===== src/rtl/counter_pkg.sv =====
// Shared mode and direction encodings for the up/down/bounce counter family.
package counter_pkg;

  typedef enum logic [1:0] {
    MODE_UP     = 2'b00,
    MODE_DOWN   = 2'b01,
    MODE_BOUNCE = 2'b10,
    MODE_HOLD   = 2'b11
  } mode_e;

  localparam logic DIR_UP   = 1'b0;
  localparam logic DIR_DOWN = 1'b1;

endpackage


===== src/rtl/counter_next_logic.sv =====
// Combinational next-count, next-direction and boundary-event logic for one enabled step.
module counter_next_logic
  import counter_pkg::*;
#(
  parameter int WIDTH = 8,
  parameter int MAX   = 2**WIDTH-1
) (
  input  logic [WIDTH-1:0] count,
  input  logic             dir,
  input  logic [1:0]       mode,
  input  logic             sat,
  output logic [WIDTH-1:0] nxt_count,
  output logic             nxt_dir,
  output logic             step_evt,
  output logic             wrap
);

  localparam logic [WIDTH-1:0] MAXV = MAX[WIDTH-1:0];
  localparam logic [WIDTH-1:0] ONE  = {{(WIDTH-1){1'b0}}, 1'b1};

  logic at_max;
  logic at_min;

  assign at_max = (count == MAXV);
  assign at_min = (count == '0);

  always_comb begin
    nxt_count = count;
    nxt_dir   = dir;
    step_evt  = 1'b0;
    wrap      = 1'b0;
    case (mode)
      MODE_UP: begin
        nxt_dir = DIR_UP;
        if (!at_max) begin
          nxt_count = count + ONE;
        end else begin
          step_evt = 1'b1;
          if (!sat) begin
            nxt_count = '0;
            wrap      = 1'b1;
          end
        end
      end
      MODE_DOWN: begin
        nxt_dir = DIR_DOWN;
        if (!at_min) begin
          nxt_count = count - ONE;
        end else begin
          step_evt = 1'b1;
          if (!sat) begin
            nxt_count = MAXV;
            wrap      = 1'b1;
          end
        end
      end
      MODE_BOUNCE: begin
        // dir doubles as the bounce FSM state, so entering BOUNCE needs no setup cycle
        if (dir == DIR_UP) begin
          if (!at_max) begin
            nxt_count = count + ONE;
          end else begin
            nxt_count = MAXV - ONE;
            nxt_dir   = DIR_DOWN;
            step_evt  = 1'b1;
          end
        end else begin
          if (!at_min) begin
            nxt_count = count - ONE;
          end else begin
            nxt_count = ONE;
            nxt_dir   = DIR_UP;
            step_evt  = 1'b1;
          end
        end
      end
      default: begin
        nxt_count = count;
        nxt_dir   = dir;
      end
    endcase
  end

endmodule


===== src/rtl/updown_counter_n.sv =====
// Registered up/down/bounce counter with load, saturate-or-wrap and sticky wrap flag.
module updown_counter_n
  import counter_pkg::*;
#(
  parameter int WIDTH = 8,
  parameter int MAX   = 2**WIDTH-1
) (
  input  logic             clk,
  input  logic             rst,
  input  logic             en,
  input  logic             load,
  input  logic [WIDTH-1:0] load_val,
  input  logic [1:0]       mode,
  input  logic             sat,
  output logic [WIDTH-1:0] count,
  output logic             dir,
  output logic             evt,
  output logic             ovf
);

  localparam logic [WIDTH-1:0] MAXV = MAX[WIDTH-1:0];

  logic [WIDTH-1:0] nxt_count;
  logic             nxt_dir;
  logic             step_evt;
  logic             wrap;

  function automatic logic [WIDTH-1:0] clamp_load(input logic [WIDTH-1:0] v);
    return (v > MAXV) ? MAXV : v;
  endfunction

  counter_next_logic #(
    .WIDTH (WIDTH),
    .MAX   (MAX)
  ) u_next (
    .count     (count),
    .dir       (dir),
    .mode      (mode),
    .sat       (sat),
    .nxt_count (nxt_count),
    .nxt_dir   (nxt_dir),
    .step_evt  (step_evt),
    .wrap      (wrap)
  );

  always_ff @(posedge clk) begin
    if (rst) begin
      count <= '0;
      dir   <= DIR_UP;
      evt   <= 1'b0;
      ovf   <= 1'b0;
    end else if (load) begin
      count <= clamp_load(load_val);
      evt   <= 1'b0;
      ovf   <= 1'b0;
    end else if (en) begin
      count <= nxt_count;
      dir   <= nxt_dir;
      evt   <= step_evt;
      if (wrap) ovf <= 1'b1;
    end else begin
      evt   <= 1'b0;
    end
  end

endmodule


===== config.mk =====
export PLATFORM = sky130hd
export DESIGN_NAME = updown_counter_n
export DESIGN_NICKNAME = d
export VERILOG_FILES = /design/src/rtl/counter_pkg.sv /design/src/rtl/counter_next_logic.sv /design/src/rtl/updown_counter_n.sv
export SDC_FILE = /design/constraint.sdc
export NUM_CORES = 1
export LEC_CHECK = 0
export BUFFER_PORTS_ARGS = -buffer_cell sky130_fd_sc_hd__buf_2
export CAP_MARGIN = 0
export CORE_MARGIN = 2
export CORE_UTILIZATION = 60
export DETAILED_ROUTE_END_ITERATION = 12
export GPL_TIMING_DRIVEN = 1
export PLACE_DENSITY = 0.85
export SLEW_MARGIN = 5
export SYNTH_ARGS = -nofsm -noshare
export SYNTH_HDL_FRONTEND = slang
export SYNTH_SLANG_ARGS = --single-unit

===== constraint.sdc =====
create_clock -name clk -period 5.7 [get_ports clk]
set_input_delay 0 -clock clk [delete_from_list [all_inputs] [get_ports clk]]
set_output_delay 0 -clock clk [all_outputs]
set_load 0.01 [all_outputs]

-- Word-level counts from Yosys, hierarchy flattened
Cells that the tools add are included.
- $add $sub $neg: 2
- multiply operators: 0
- divide/modulo/power cells: 0
- $lt $le $gt $ge: 1
- eq/ne operators: 5
- shifts and indexed selects: 0
- mux-type cells: 22
- bitwise logic cells: 2
- reductions and logical operators: 10
- operators by type and width (operator ; number):
    2-to-1 mux 8 bit ; 10
    one-hot mux 8 bit (3 select lines) ; 1
    adder 8 x 1 -> 8 bit, second input constant ; 1
    equality test 8 bit, second input constant ; 1
    greater-than comparator 8 bit, second input constant ; 1
    logical NOT 8 bit ; 1
    2-to-1 mux 1 bit ; 8
    inequality test 4 bit, second input constant ; 2
    subtractor 8 x 1 -> 8 bit, second input constant ; 1
    one-hot mux 1 bit (3 select lines) ; 2
    AND reduction 4 bit ; 1
    nonzero test 4 bit ; 1
    AND reduction 3 bit ; 1
    nonzero test 3 bit ; 1
    OR reduction 3 bit ; 1
    equality test 2 x 1 -> 1 bit, second input constant ; 1
    equality test 2 bit, second input constant ; 1
    logical NOT 2 bit ; 1
    NOT 1 bit ; 2
    one-hot mux 1 bit (2 select lines) ; 1
    AND reduction 2 bit ; 1
    nonzero test 2 bit ; 1
    OR reduction 2 bit ; 1
- register bits: 11
- bits in latches: 0
- RAM bits: 0
- memory bits (read-only): 0
- output and inout port bits: 11
- word-level logic and storage cells: 46
- memories: 0

-- Depth between registers and ports, before layout
Gate-level depths: netlist (run 1).
- word-level depth: 6
- mapped depth: 10
- mapped depth without buffers: 8

-- Hierarchy
A second synthesis (run 1) with hierarchy kept.
- cell total of the unflattened synthesis: 195
- area, all modules: 1539.0 um^2
- modules (own cells, without submodules) (module ; times used ; cells each ; area an instance (um^2) ; sequential area each (um^2)):
    counter_next_logic ; 1 ; 150 ; 1028.5 ; 0.0
    updown_counter_n ; 1 ; 45 ; 510.5 ; 220.2

-- Least setup slack after synthesis (run 1)
OpenSTA, ideal clock, no wires.
- kind: register to register
- start: register count[0]
- end: register count[5]
- library setup time: 0.079 ns
- arrival: 2.214 ns
- required time: 5.621 ns
- setup slack: 3.407 ns
- stages on the path, launching flop included: 10
- buffers on the path: 1
- clock period less this slack: 2.293 ns
- cell sequence: dfxtp_1 -> clkbuf_1 -> inv_1 -> ha_1 -> or4b_4 -> nor2b_4 -> a22o_4 -> a21oi_4 -> or4b_1 -> o211ai_1
- word-level cells in the longest chain between the ends: 6
- RTL lines (what ; line ; RTL):
    start: declaration ; updown_counter_n.sv:15 ; output logic [WIDTH-1:0] count,
    start signal: assignment ; updown_counter_n.sv:53 ; count <= clamp_load(load_val);
    start signal: assignment ; updown_counter_n.sv:57 ; count <= nxt_count;
    adder 8 x 1 -> 8 bit, or another cell as far along ; counter_next_logic.sv:36, counter_next_logic.sv:61 ;
    2-to-1 mux 8 bit (on tied branches) ; counter_next_logic.sv:60, counter_next_logic.sv:68 ;
    2-to-1 mux 8 bit ; counter_next_logic.sv:59 ; if (dir == DIR_UP) begin
    one-hot mux 8 bit (3 select lines) ; counter_next_logic.sv:32 ; case (mode)
    2-to-1 mux 8 bit ; updown_counter_n.sv:56 ; end else if (en) begin
    2-to-1 mux 8 bit ; updown_counter_n.sv:52 ; end else if (load) begin
Several ways; a longest one is shown, not always the timed one. The select of a mux whose other input is x is not followed.
A chain may end at the register's enable or synchronous reset.

-- Worst setup path after layout (run 1)
Same ends and word-level chain as after synthesis.

==> summary.md, run 1 <==
| Metric | Value |
|---|---|
| Static leakage | 0.000599 uW |
| Maximum clock insertion buffer count | 2 |
| Number of nets in the layout | 227 |
| Launching element type of the critical path | register |
| Unrepaired setup endpoints after global routing | false |
| Warning count from the yosys run | 0 |
| TritonCTS clock tree | done |
| Number of antenna violations at the first check in global routing | 0 |
| Root buffer cell | sky130_fd_sc_hd__clkbuf_4 |
| Starting Density | 62.6% |
| Outcome | finished, violations left |
| Number of CTS-inserted buffers | 3 |
| Flip-flop and latch count after synthesis | 11 |
| Critical-path cell list | inv_1 > ha_1 > or4b_4 > nor2b_4 > a22o_4 > a21oi_4 > or4b_1 > o211ai_1 |
| Global placement routability congestion | 1.04 |
| Count of unresolved DRC violations after routing | 0 |
| Average cell area after synthesis | 7.31 sq um |
| Synthesis-to-layout area growth | 10.2% |
| Clock insertion delay at the later pin of the skew report | 0.28 ns |
| PnR Total Power | 258 uW |
| Crit path time final | 2.63 ns |
| Largest cells by area after synthesis | sky130_fd_sc_hd__dfxtp_1 (16%), sky130_fd_sc_hd__ha_1 (5.5%), sky130_fd_sc_hd__o21ai_0 (4.8%), sky130_fd_sc_hd__nand3_1 (4.4%), sky130_fd_sc_hd__nand2_1 (4.1%) |
| Cell taking the most area after synthesis | sky130_fd_sc_hd__dfxtp_1 |
| Start point of the worst min-delay path | load_val[5] |
| Ratio of routed vias to standard cells | 6.94 |
| Core box area | 2170 sq um |
| Setup tns final | 0 ns |
| Gate count after technology mapping | 186 |
| Main combinational cell family by area after synthesis | compound AO/OA/AOI/OAI gates |
| Synth Area in Adders | 5.52% |
| Max incr delay on CP | 0.57 ns |
| Worst relative slew slack | 54.8% |
| Height of the chip | 51.6 microns |
| Vias | 1,618 |
| Worst vdd ir | 0.181 mV |
| Die Area | 2660 sq um |
| First-pass GRT wire length | 6.99 mm |
| Proportion of layout cells with a drive suffix above 1 | 19.0% |
| Number of DRC violations after detailed-routing iteration 0 | 86 |
| H-tree depth | 1 |
| Category of the critical setup timing path | register to register |
| Half-perimeter wire length of the detailed placement result | 2.98 mm |
| Portion of synthesized cell area occupied by the leading cell type | 16.2% |
| Boundary Pins | 26 |
| Hold-fix buffers at CTS | 6 |
| Average wire per standard cell | 18.0 microns |
| Slew of the pin with the lowest slew margin | 0.673 ns |
| Max Slew Vio Count | 0 |
| Portion of the clock cycle consumed by the worst path in the final layout | 46.1% |
| Pin count of the biggest net entering global routing | 19 |
| Number of setup violations in the final report | 0 |
| Most common flop cell mapped by yosys | sky130_fd_sc_hd__dfxtp_1 |
| Post-CTS setup buffer count | 0 |
| Port Buf Inserts | 25 |
| FILL cells | 194 |
| Num Clock Sinks | 11 |
| Post-synthesis instance area | 1360 sq um |
| Clock-pin transition on the worst setup and hold timing paths | 0.08 ns |
| Horizontal extent of the die | 51.6 microns |
| Sequential area share after synthesis | 16.2% |
| Post-synth ARST share | 0% |
| Synthesized net count | 207 |
| Final count of hold timing violations | 1 |
| Total congestion overflow after global routing | 0 |
| Remaining antenna violation count | 0 |
| Synthesized-area fraction occupied by and/or/nand/nor cells | 25.0% |
| Hold Worst Slack | -0.00225 ns |
| Slowest CP cell | sky130_fd_sc_hd__or4b_4 |
| Required @ worst endpoint | 5.91 ns |
| Complex-gate fraction of the synthesized area | 37.5% |
| Row count | 17 |
| Launching element of the worst setup path | count[0] |
| Number of enable flip-flop cells after synthesis | 0 |
| FF-to-FF Start | count[0] |
| Library cells used by synthesis | 51 |
| Count of maximum capacitance violations | 0 |
| Largest driver fanout on the critical path | 12 |
| Crit path capture type | register |
| Highest clock rate | 381 MHz |
| Most common library cells after synthesis | sky130_fd_sc_hd__nand2_1 (15), sky130_fd_sc_hd__inv_1 (14), sky130_fd_sc_hd__o21ai_0 (13) |
| Portion of netlist area occupied by mux cells | 0% |
| Worst Hold Class | primary input to register |
| Layout Skew | 0.000958 ns |
| Power per Cell Area | 172 nW/um^2 |
| Diodes inserted | 0 |
| Xor/xnor cell area share of the yosys netlist | 3.87% |
| Top-count cell post-synth | sky130_fd_sc_hd__nand2_1 |
| Routed wire length | 4.20 mm |
| Number of global-route vias before repair | 1,448 |
| Total GRT Usage | 34.2% |
| Data arrival time of the worst path | 2.83 ns |
| Violated checks | hold timing |
| Resized cells post-CTS | 0 |
| Detailed-router iteration count before antenna repair | 6 |
[power by group]
part / internal, uW / switching, uW
registers: 81.8 / 17.8
clock network: 26.1 / 30.2
logic: 41.8 / 60.0
total: 150 / 108
[cell usage in the layout, fill, tap and decap left out, drive strengths merged, types with 3 or more instances in the layout]
master and count:
a21oi 11, a211oi 3, nor2b 4, o2111ai 3, buf 25, nor2 11
nand3 12, inv 14, nand2 15, xnor2 4, a21o 4, nand4 3
dfxtp 11, nor3 6, ha 6, dlygate4sd3 6, o211ai 7, clkbuf 3
and3 3, a221oi 3, a31oi 5, or3 3, o21ai 13
[area by class of cell]
cell class,count,area (sq um),area share (%)
clock buffer,3,22.5,1.50
clock inverter,1,5.00,0.334
inverter,14,52.6,3.51
multi-input combinational,145,977,65.2
sequential,11,220,14.7
tap,28,35.0,2.34
timing repair buffer,31,185,12.4
[per-layer routing]
metal  global-route usage (%)  share of wire [%]
met1                     46.3                 41
met2                     53.8                 47
met3                     8.33                 11
met4                     9.65                2.1
met5                        0                  0
[kinds of logic (layout without fill, tap and decap cells)]
family | after synthesis | in the layout
DFF | 11 | 11
buffers and inverters | 30 | 49
AOI/OAI and AO/OA | 70 | 70
and+or+nand+nor | 63 | 63
xor gates and xnor gates | 6 | 6
adders and majority gates | 6 | 6
[per-stage QoR]
stage          setup slack, ns  hold WS [ns]  cells  cell area [sq um]  utilization, %
2_1_floorplan             3.41         0.109    186               1360               -
3_3_place_gp              3.23         0.196    223               1410            65.0
3_5_place_dp              3.14         0.202    223               1410            65.0
4_1_cts                   3.11      0.000561    233               1500            69.0
5_1_grt                   2.96        0.0105    233               1500            69.0
6_report                  3.07      -0.00225    233               1500            69.0
[registers in the layout, summed over array words and instances, names as in the netlist]
signal,flops
count,8
dir,1
evt,1
ovf,1
[critical path, delay by kind of cell (launching register included)]
kind                       cells  cell delay, ns
AOI/OAI and AO/OA              3            0.39
adders and majority gates      1            0.34
buffers and inverters          1            0.10
DFF                            1            0.43
and+or+nand+nor                3            1.30
[final timing paths]
check / to / slack [ns] / cells past startpoint
setup / recovery: count[5] / 3.07 / 8
setup reg to reg: count[5] / 3.07 / 8
hold reg to reg: ovf / 0.51 / 1
hold / removal: count[5] / -0.002 / 3
Power figures use the tool's default switching activity.
==> run 2, diff against run 1 <==
--- a/config.mk
+++ b/config.mk
@@ -5,13 +5,14 @@
 export SDC_FILE = /design/constraint.sdc
 export NUM_CORES = 1
 export LEC_CHECK = 0
+export ABC_AREA = 1
 export BUFFER_PORTS_ARGS = -buffer_cell sky130_fd_sc_hd__buf_2
 export CAP_MARGIN = 0
 export CORE_MARGIN = 2
-export CORE_UTILIZATION = 60
+export CORE_UTILIZATION = 50
 export DETAILED_ROUTE_END_ITERATION = 12
 export GPL_TIMING_DRIVEN = 1
-export PLACE_DENSITY = 0.85
+export PLACE_DENSITY = 0.75
 export SLEW_MARGIN = 5
 export SYNTH_ARGS = -nofsm -noshare
 export SYNTH_HDL_FRONTEND = slang
==> constraint.sdc (replaced) <==
create_clock -name clk -period 2.3 [get_ports clk]
set_input_delay 0 -clock clk [delete_from_list [all_inputs] [get_ports clk]]
set_output_delay 0 -clock clk [all_outputs]
set_load 0.01 [all_outputs]
==> run 2 against run 1 <==
Net effect:
- the run now ends clean
- non-clock buffer count is 4 lower
- final cell count rose by 22%
- register-to-register slack worse by 2.8 ns
- critical path type unchanged
- largest cell class unchanged
- largest power group unchanged
==> summary.md, run 2 <==
| Metric | Value |
|---|---|
| Outcome | finished, final reports clean |
| Slowest CP cell | sky130_fd_sc_hd__dfxtp_1 |
| Cell class contributing the biggest share of worst-path delay | simple AND/OR/NAND/NOR gates |
| Detailed-router iteration count before antenna repair | 4 |
| Synthesis-to-layout area growth | 12.0% |
| Hold-fix buffers at CTS | 1 |
| Static leakage | 0.000778 uW |
| Average wire per standard cell | 12.4 microns |
| Launching element type of the critical path | register |
| Flip-flop count of the largest register, all copies and words added | 8 |
| Clock-pin transition on the worst setup and hold timing paths | 0.08 ns |
| Starting Density | 53.2% |
| Synthesized-area fraction occupied by and/or/nand/nor cells | 45.8% |
| Setup tns final | 0 ns |
| Root buffer cell | sky130_fd_sc_hd__clkbuf_4 |
| Max Slew Vio Count | 0 |
| Number of antenna violations at the first check in global routing | 0 |
| Total GRT Usage | 24.7% |
| Height of the chip | 55.4 microns |
| Power per Cell Area | 466 nW/um^2 |
| First-pass GRT wire length | 6.22 mm |
| Crit path time final | 2.04 ns |
| Proportion of layout cells with a drive suffix above 1 | 16.1% |
| Portion of netlist area occupied by mux cells | 0% |
| Launching element of the worst setup path | count[0] |
| Crit path capture type | register |
| Commonest cells after routing, fill and taps aside | sky130_fd_sc_hd__nand2_1 (75), sky130_fd_sc_hd__inv_1 (27), sky130_fd_sc_hd__nor2_1 (27) |
| Pin count of the biggest net entering global routing | 15 |
| Worst r2r path cells | 11 |
| Library cells used by synthesis | 31 |
| Sum of buffers and inverters on the critical path | 1 |
| Highest clock rate | 490 MHz |
| Number of enable flip-flop cells after synthesis | 0 |
| Number of CTS-inserted buffers | 3 |
| Worst Hold Class | primary input to register |
| Synthesized net count | 253 |
| Hold Worst Slack | 0.00471 ns |
| Largest driver fanout on the critical path | 8 |
| Cell Count Post-Placement | 279 |
| Max incr delay on CP | 0.50 ns |
| Synth Area in Adders | 5.69% |
| Global placement routability congestion | 0.921 |
| FF-to-FF Start | count[0] |
| Start point of the worst min-delay path | en |
| Number of global-route vias before repair | 1,354 |
| Most common cell after layout, fill and taps aside | sky130_fd_sc_hd__nand2_1 |
| Maximum clock insertion buffer count | 2 |
| Flip-flop and latch count after synthesis | 11 |
| Count of unresolved DRC violations after routing | 0 |
| Core box area | 2480 sq um |
| Worst Hold Path Cells | 3 |
| Category of the critical setup timing path | register to register |
| Horizontal extent of the die | 55.4 microns |
| Portion of synthesized cell area occupied by the leading cell type | 21.3% |
| Top-count cell post-synth | sky130_fd_sc_hd__nand2_1 |
| Required @ worst endpoint | 2.51 ns |
| Number of standard cells in the final layout excluding fillers | 284 |
| Diodes inserted | 0 |
| Final count of hold timing violations | 0 |
| TritonCTS clock tree | done |
| Boundary Pins | 26 |
| Unrepaired setup endpoints after global routing | false |
| Main combinational cell family by area after synthesis | simple AND/OR/NAND/NOR gates |
| Post-synthesis instance area | 1320 sq um |
| Xor/xnor cell area share of the yosys netlist | 3.98% |
| Count of maximum capacitance violations | 0 |
| Half-perimeter wire length of the detailed placement result | 2.77 mm |
| Slew of the pin with the lowest slew margin | 0.509 ns |
| CP dominant cell by count | sky130_fd_sc_hd__nand2_1 |
| Layout Skew | 0.00965 ns |
| Port Buf Inserts | 25 |
| Clock insertion delay at the later pin of the skew report | 0.28 ns |
| Die Area | 3060 sq um |
| Remaining antenna violation count | 0 |
| Worst relative slew slack | 66.0% |
| Post-CTS setup buffer count | 0 |
| Complex-gate fraction of the synthesized area | 16.0% |
| Cell taking the most area after synthesis | sky130_fd_sc_hd__nand2_1 |
| Resized cells post-CTS | 0 |
| FILL cells | 264 |
| Ratio of routed vias to standard cells | 5.30 |
| Cell depth of the worst setup path | 11 |
| Gate count after technology mapping | 232 |
| Data arrival time of the worst path | 2.26 ns |
| Largest cells by area after synthesis | sky130_fd_sc_hd__nand2_1 (21%), sky130_fd_sc_hd__dfxtp_1 (17%), sky130_fd_sc_hd__inv_1 (7.7%), sky130_fd_sc_hd__nor2_1 (7.7%), sky130_fd_sc_hd__nand3_1 (7.2%) |
| Number of DRC violations after detailed-routing iteration 0 | 78 |
| Sequential area share after synthesis | 16.7% |
| Worst vdd ir | 0.389 mV |
| Vias | 1,506 |
| H-tree depth | 1 |
| Row count | 18 |
| Average cell area after synthesis | 5.68 sq um |
| Critical-path cell list | inv_1 > ha_1 > nand2_1 > nor2_4 > a21oi_2 > nand3_1 > nand2_1 > nand2_1 > nand2_1 > nand2_1 > a21oi_1 |
| Warning count from the yosys run | 0 |
| Num Clock Sinks | 11 |
| Number of nets in the layout | 276 |
| Most common flop cell mapped by yosys | sky130_fd_sc_hd__dfxtp_1 |
| Post-synth ARST share | 0% |
| Portion of the clock cycle consumed by the worst path in the final layout | 88.8% |
| Register containing the most flip-flops in the final layout | count |
| Routed wire length | 3.53 mm |
| Number of setup violations in the final report | 0 |
| Most common library cells after synthesis | sky130_fd_sc_hd__nand2_1 (75), sky130_fd_sc_hd__inv_1 (27), sky130_fd_sc_hd__nor2_1 (27) |
| Total congestion overflow after global routing | 0 |
run 2: cell types whose count changed in the layout (fill, tap and decap cells not counted), moves of 3 or more:
| cell | before | now |
|---|---|---|
| sky130_fd_sc_hd__nor2b_1 | 3 | 0 |
| sky130_fd_sc_hd__a31oi_1 | 5 | 0 |
| sky130_fd_sc_hd__inv_1 | 14 | 27 |
| sky130_fd_sc_hd__nand3_1 | 12 | 19 |
| sky130_fd_sc_hd__or3_1 | 3 | 0 |
| sky130_fd_sc_hd__a221oi_1 | 3 | 0 |
| sky130_fd_sc_hd__o211ai_1 | 7 | 1 |
| sky130_fd_sc_hd__nor2_1 | 11 | 27 |
| sky130_fd_sc_hd__a21o_1 | 3 | 0 |
| sky130_fd_sc_hd__dlygate4sd3_1 | 6 | 1 |
| sky130_fd_sc_hd__nand2_1 | 15 | 75 |
run 2: stage by stage:
step                power, uW  worst slack (ns)  utilization (%)  area, sq um
floorplan                 470             0.543                -         1320
global placement          548             0.382             58.1         1440
detailed placement        548             0.319             58.1         1440
CTS                       686             0.306             59.6         1480
global route              743            0.0139             59.6         1480
finish                    688             0.258             59.6         1480
run 2: cell families (layout without fill, tap and decap cells):
kind of cell / after synthesis / count (layout)
XOR/XNOR: 6 / 6
buffers and inverters: 37 / 59
flip-flops: 11 / 11
AND/OR/NAND/NOR: 140 / 140
AO/OA/AOI/OAI: 32 / 32
adder cells (fa/ha/maj): 6 / 6
run 2: path summary, 6_finish.rpt:
| check | to | slack [ns] |
|---|---|---|
| setup / recovery | count[2] | 0.26 |
| hold / removal | evt | 0.005 |
| hold reg to reg | ovf | 0.45 |
| setup reg to reg | count[2] | 0.26 |
run 2: layer usage:
layer,vias to the layer above,part of all wire (%),track usage [%]
met5,-,0,0
met4,0,0.79,6.62
met3,4,6.5,2.81
met2,60,44,37.6
met1,656,48,36.7
li1,786,-,-
run 2: worst reg2reg max path, stage by stage (launching register included):
cell	delay, ns
sky130_fd_sc_hd__dfxtp_1	0.50
sky130_fd_sc_hd__inv_1	0.17
sky130_fd_sc_hd__ha_1	0.26
sky130_fd_sc_hd__nand2_1	0.14
sky130_fd_sc_hd__nor2_4	0.07
sky130_fd_sc_hd__a21oi_2	0.32
sky130_fd_sc_hd__nand3_1	0.12
sky130_fd_sc_hd__nand2_1	0.08
sky130_fd_sc_hd__nand2_1	0.06
sky130_fd_sc_hd__nand2_1	0.10
sky130_fd_sc_hd__nand2_1	0.05
sky130_fd_sc_hd__a21oi_1	0.12
run 2: power by group:
part / internal, uW / leakage (uW) / total, uW / switching, uW
Combinational: 115 / 0.000673 / 311 / 196
Sequential: 205 / 0.0000904 / 240 / 35.0
Clock: 67.2 / 0.0000150 / 137 / 69.7
Total: 387 / 0.000778 / 688 / 300
run 2: final cells by class:
class / instances / area [sq um] / area share (%)
inverters: 28 / 106 / 7.20
flip-flops and latches: 11 / 220 / 14.9
well taps: 30 / 37.5 / 2.54
clock buffers: 4 / 26.3 / 1.78
repair buffers: 27 / 143 / 9.66
multi-input cells: 184 / 943 / 63.9
==> run 3, diff against run 2 <==
--- a/config.mk
+++ b/config.mk
@@ -12,7 +12,7 @@
 export CORE_UTILIZATION = 50
 export DETAILED_ROUTE_END_ITERATION = 12
 export GPL_TIMING_DRIVEN = 1
-export PLACE_DENSITY = 0.75
+export PLACE_DENSITY = 0.88
 export SLEW_MARGIN = 5
 export SYNTH_ARGS = -nofsm -noshare
 export SYNTH_HDL_FRONTEND = slang
==> run 3 against run 2 <==
Net effect:
- die area is the same
- non-clock buffer count is the same
- register-to-register slack gained 0.02 ns
- core utilization grew 0.10 points
- hold slack lost 0.0019 ns
- sequential share of layout area is essentially flat
- sequential cell count is the same
- clock power grew 9%
- clock skew grew 0.0086 ns
- sequential power is essentially flat
- final area grew 0.17%
- maximum frequency grew 1.1%
- critical endpoint is now count[5]
==> summary.md, run 3 (synthesized netlist as in run 2, its figures left out) <==
| Metric | Value |
|---|---|
| Outcome | finished, final reports clean |
| Register containing the most flip-flops in the final layout | count |
| Layout Skew | 0.0183 ns |
| Sequential cell area | 220 sq um |
| Multi-input gate area in the final layout | 943 sq um |
| Height of the chip | 55.4 microns |
| First-pass GRT wire length | 6.06 mm |
| Pin count of the biggest net entering global routing | 15 |
| Detailed-router iteration count before antenna repair | 4 |
| Row count | 18 |
| Remaining antenna violation count | 0 |
| Number of CTS-inserted buffers | 3 |
| FF-to-FF Start | count[0] |
| Total GRT Usage | 24.5% |
| Final count of hold timing violations | 0 |
| Number of antenna violations at the first check in global routing | 0 |
| Required @ worst endpoint | 2.51 ns |
| Crit path time final | 2.02 ns |
| Unrepaired setup endpoints after global routing | false |
| Number of global-route vias before repair | 1,307 |
| Launching element type of the critical path | register |
| Core box area | 2480 sq um |
| Portion of the clock cycle consumed by the worst path in the final layout | 87.8% |
| Vias | 1,501 |
| Launching element of the worst setup path | count[0] |
| Final standard cell utilization of the core | 59.7% |
| Port Buf Inserts | 25 |
| Average wire per standard cell | 12.5 microns |
| Highest clock rate | 495 MHz |
| TritonCTS clock tree | done |
| Global placement routability congestion | 0.933 |
| FILL cells | 247 |
| Setup tns final | 0 ns |
| Total congestion overflow after global routing | 0 |
| Routed wire length | 3.56 mm |
| Root buffer cell | sky130_fd_sc_hd__clkbuf_4 |
| Worst Hold Class | primary input to register |
| Number of setup violations in the final report | 0 |
| Die Area | 3060 sq um |
| Static leakage | 0.000777 uW |
| Count of maximum capacitance violations | 0 |
| Synthesis-to-layout area growth | 12.1% |
| Crit path capture type | register |
| Proportion of layout cells with a drive suffix above 1 | 15.7% |
| Slew of the pin with the lowest slew margin | 0.493 ns |
| Half-perimeter wire length of the detailed placement result | 2.75 mm |
| Worst relative slew slack | 67.1% |
| Count of unresolved DRC violations after routing | 0 |
| Worst vdd ir | 0.542 mV |
| Commonest cells after routing, fill and taps aside | sky130_fd_sc_hd__nand2_1 (75), sky130_fd_sc_hd__inv_1 (27), sky130_fd_sc_hd__nor2_1 (27) |
| Number of nets in the layout | 276 |
| Clock-pin transition on the worst setup and hold timing paths | 0.09 ns |
| Most common cell after layout, fill and taps aside | sky130_fd_sc_hd__nand2_1 |
| Resized cells post-CTS | 0 |
| Clock insertion delay at the later pin of the skew report | 0.30 ns |
| Ratio of routed vias to standard cells | 5.29 |
| Max Slew Vio Count | 0 |
| Largest driver fanout on the critical path | 8 |
| Flip-flop count of the largest register, all copies and words added | 8 |
| Number of DRC violations after detailed-routing iteration 0 | 55 |
| Maximum clock insertion buffer count | 2 |
| Start point of the worst min-delay path | sat |
| Data arrival time of the worst path | 2.23 ns |
| Boundary Pins | 26 |
| Num Clock Sinks | 11 |
| Diodes inserted | 0 |
| Power per Cell Area | 472 nW/um^2 |
| H-tree depth | 1 |
| Horizontal extent of the die | 55.4 microns |
| Starting Density | 53.2% |
| Category of the critical setup timing path | register to register |
## run 3: cell types whose count changed in the layout (fill, tap and decap cells not counted), sizes merged
cell,change
buf,-1
dlygate4sd3,+1
## run 3: worst paths after layout
kind,to,slack (ns),depth (start not counted)
worst max-delay path,count[5],0.28,11
worst min-delay path,ovf,0.003,4
worst max register to register,count[5],0.28,11
worst min register to register,ovf,0.46,2
## run 3: area by class of cell
| type | instances | area share [%] |
|---|---|---|
| repair buffers | 27 | 9.81 |
| inverters | 28 | 7.19 |
| clock buffers | 4 | 1.78 |
| flip-flops and latches | 11 | 14.9 |
| multi-input cells | 184 | 63.8 |
| well taps | 30 | 2.54 |
## run 3: through the flow
stage	cells	instance area, sq um	hold WS, ns	power, uW	setup slack [ns]
floorplan	232	1320	0.0691	470	0.543
global placement	278	1430	0.271	544	0.394
detailed placement	278	1430	0.271	545	0.324
CTS	284	1480	0.0121	690	0.315
global route	284	1480	0.0534	744	0.116
finish	284	1480	0.00278	698	0.281
## run 3: power breakdown
part	leakage (uW)	switching [uW]	internal, uW	total [uW]
Sequential	0.0000904	35.0	205	240
Combinational	0.000672	195	114	309
Clock	0.0000150	81.4	67.6	149
## run 3: timing repair
action | in CTS | in global routing
buffers inserted | 0 | 0
hold endpoints to repair | 7 | 0
hold buffers | 2 | 0
## run 3: routing by layer
metal | GRT usage (%) | up-vias | wire, microns
met3 | 2.58 | 5 | 246
met4 | 8.36 | 0 | 60
met2 | 39.6 | 76 | 1650
met5 | 0 | - | 0
met1 | 33.7 | 637 | 1610
li1 | - | 783 | -
## run 3: worst max-delay path: stages, from the launching register on
cell                      delay (ns)
sky130_fd_sc_hd__dfxtp_1        0.48
sky130_fd_sc_hd__inv_1          0.16
sky130_fd_sc_hd__ha_1           0.26
sky130_fd_sc_hd__nand2_1        0.14
sky130_fd_sc_hd__nor2_4         0.07
sky130_fd_sc_hd__a21oi_2        0.31
sky130_fd_sc_hd__nand3_1        0.12
sky130_fd_sc_hd__nand2_1        0.09
sky130_fd_sc_hd__nand2_1        0.05
sky130_fd_sc_hd__nand2_1        0.07
sky130_fd_sc_hd__nand2_1        0.06
sky130_fd_sc_hd__a21oi_1        0.13
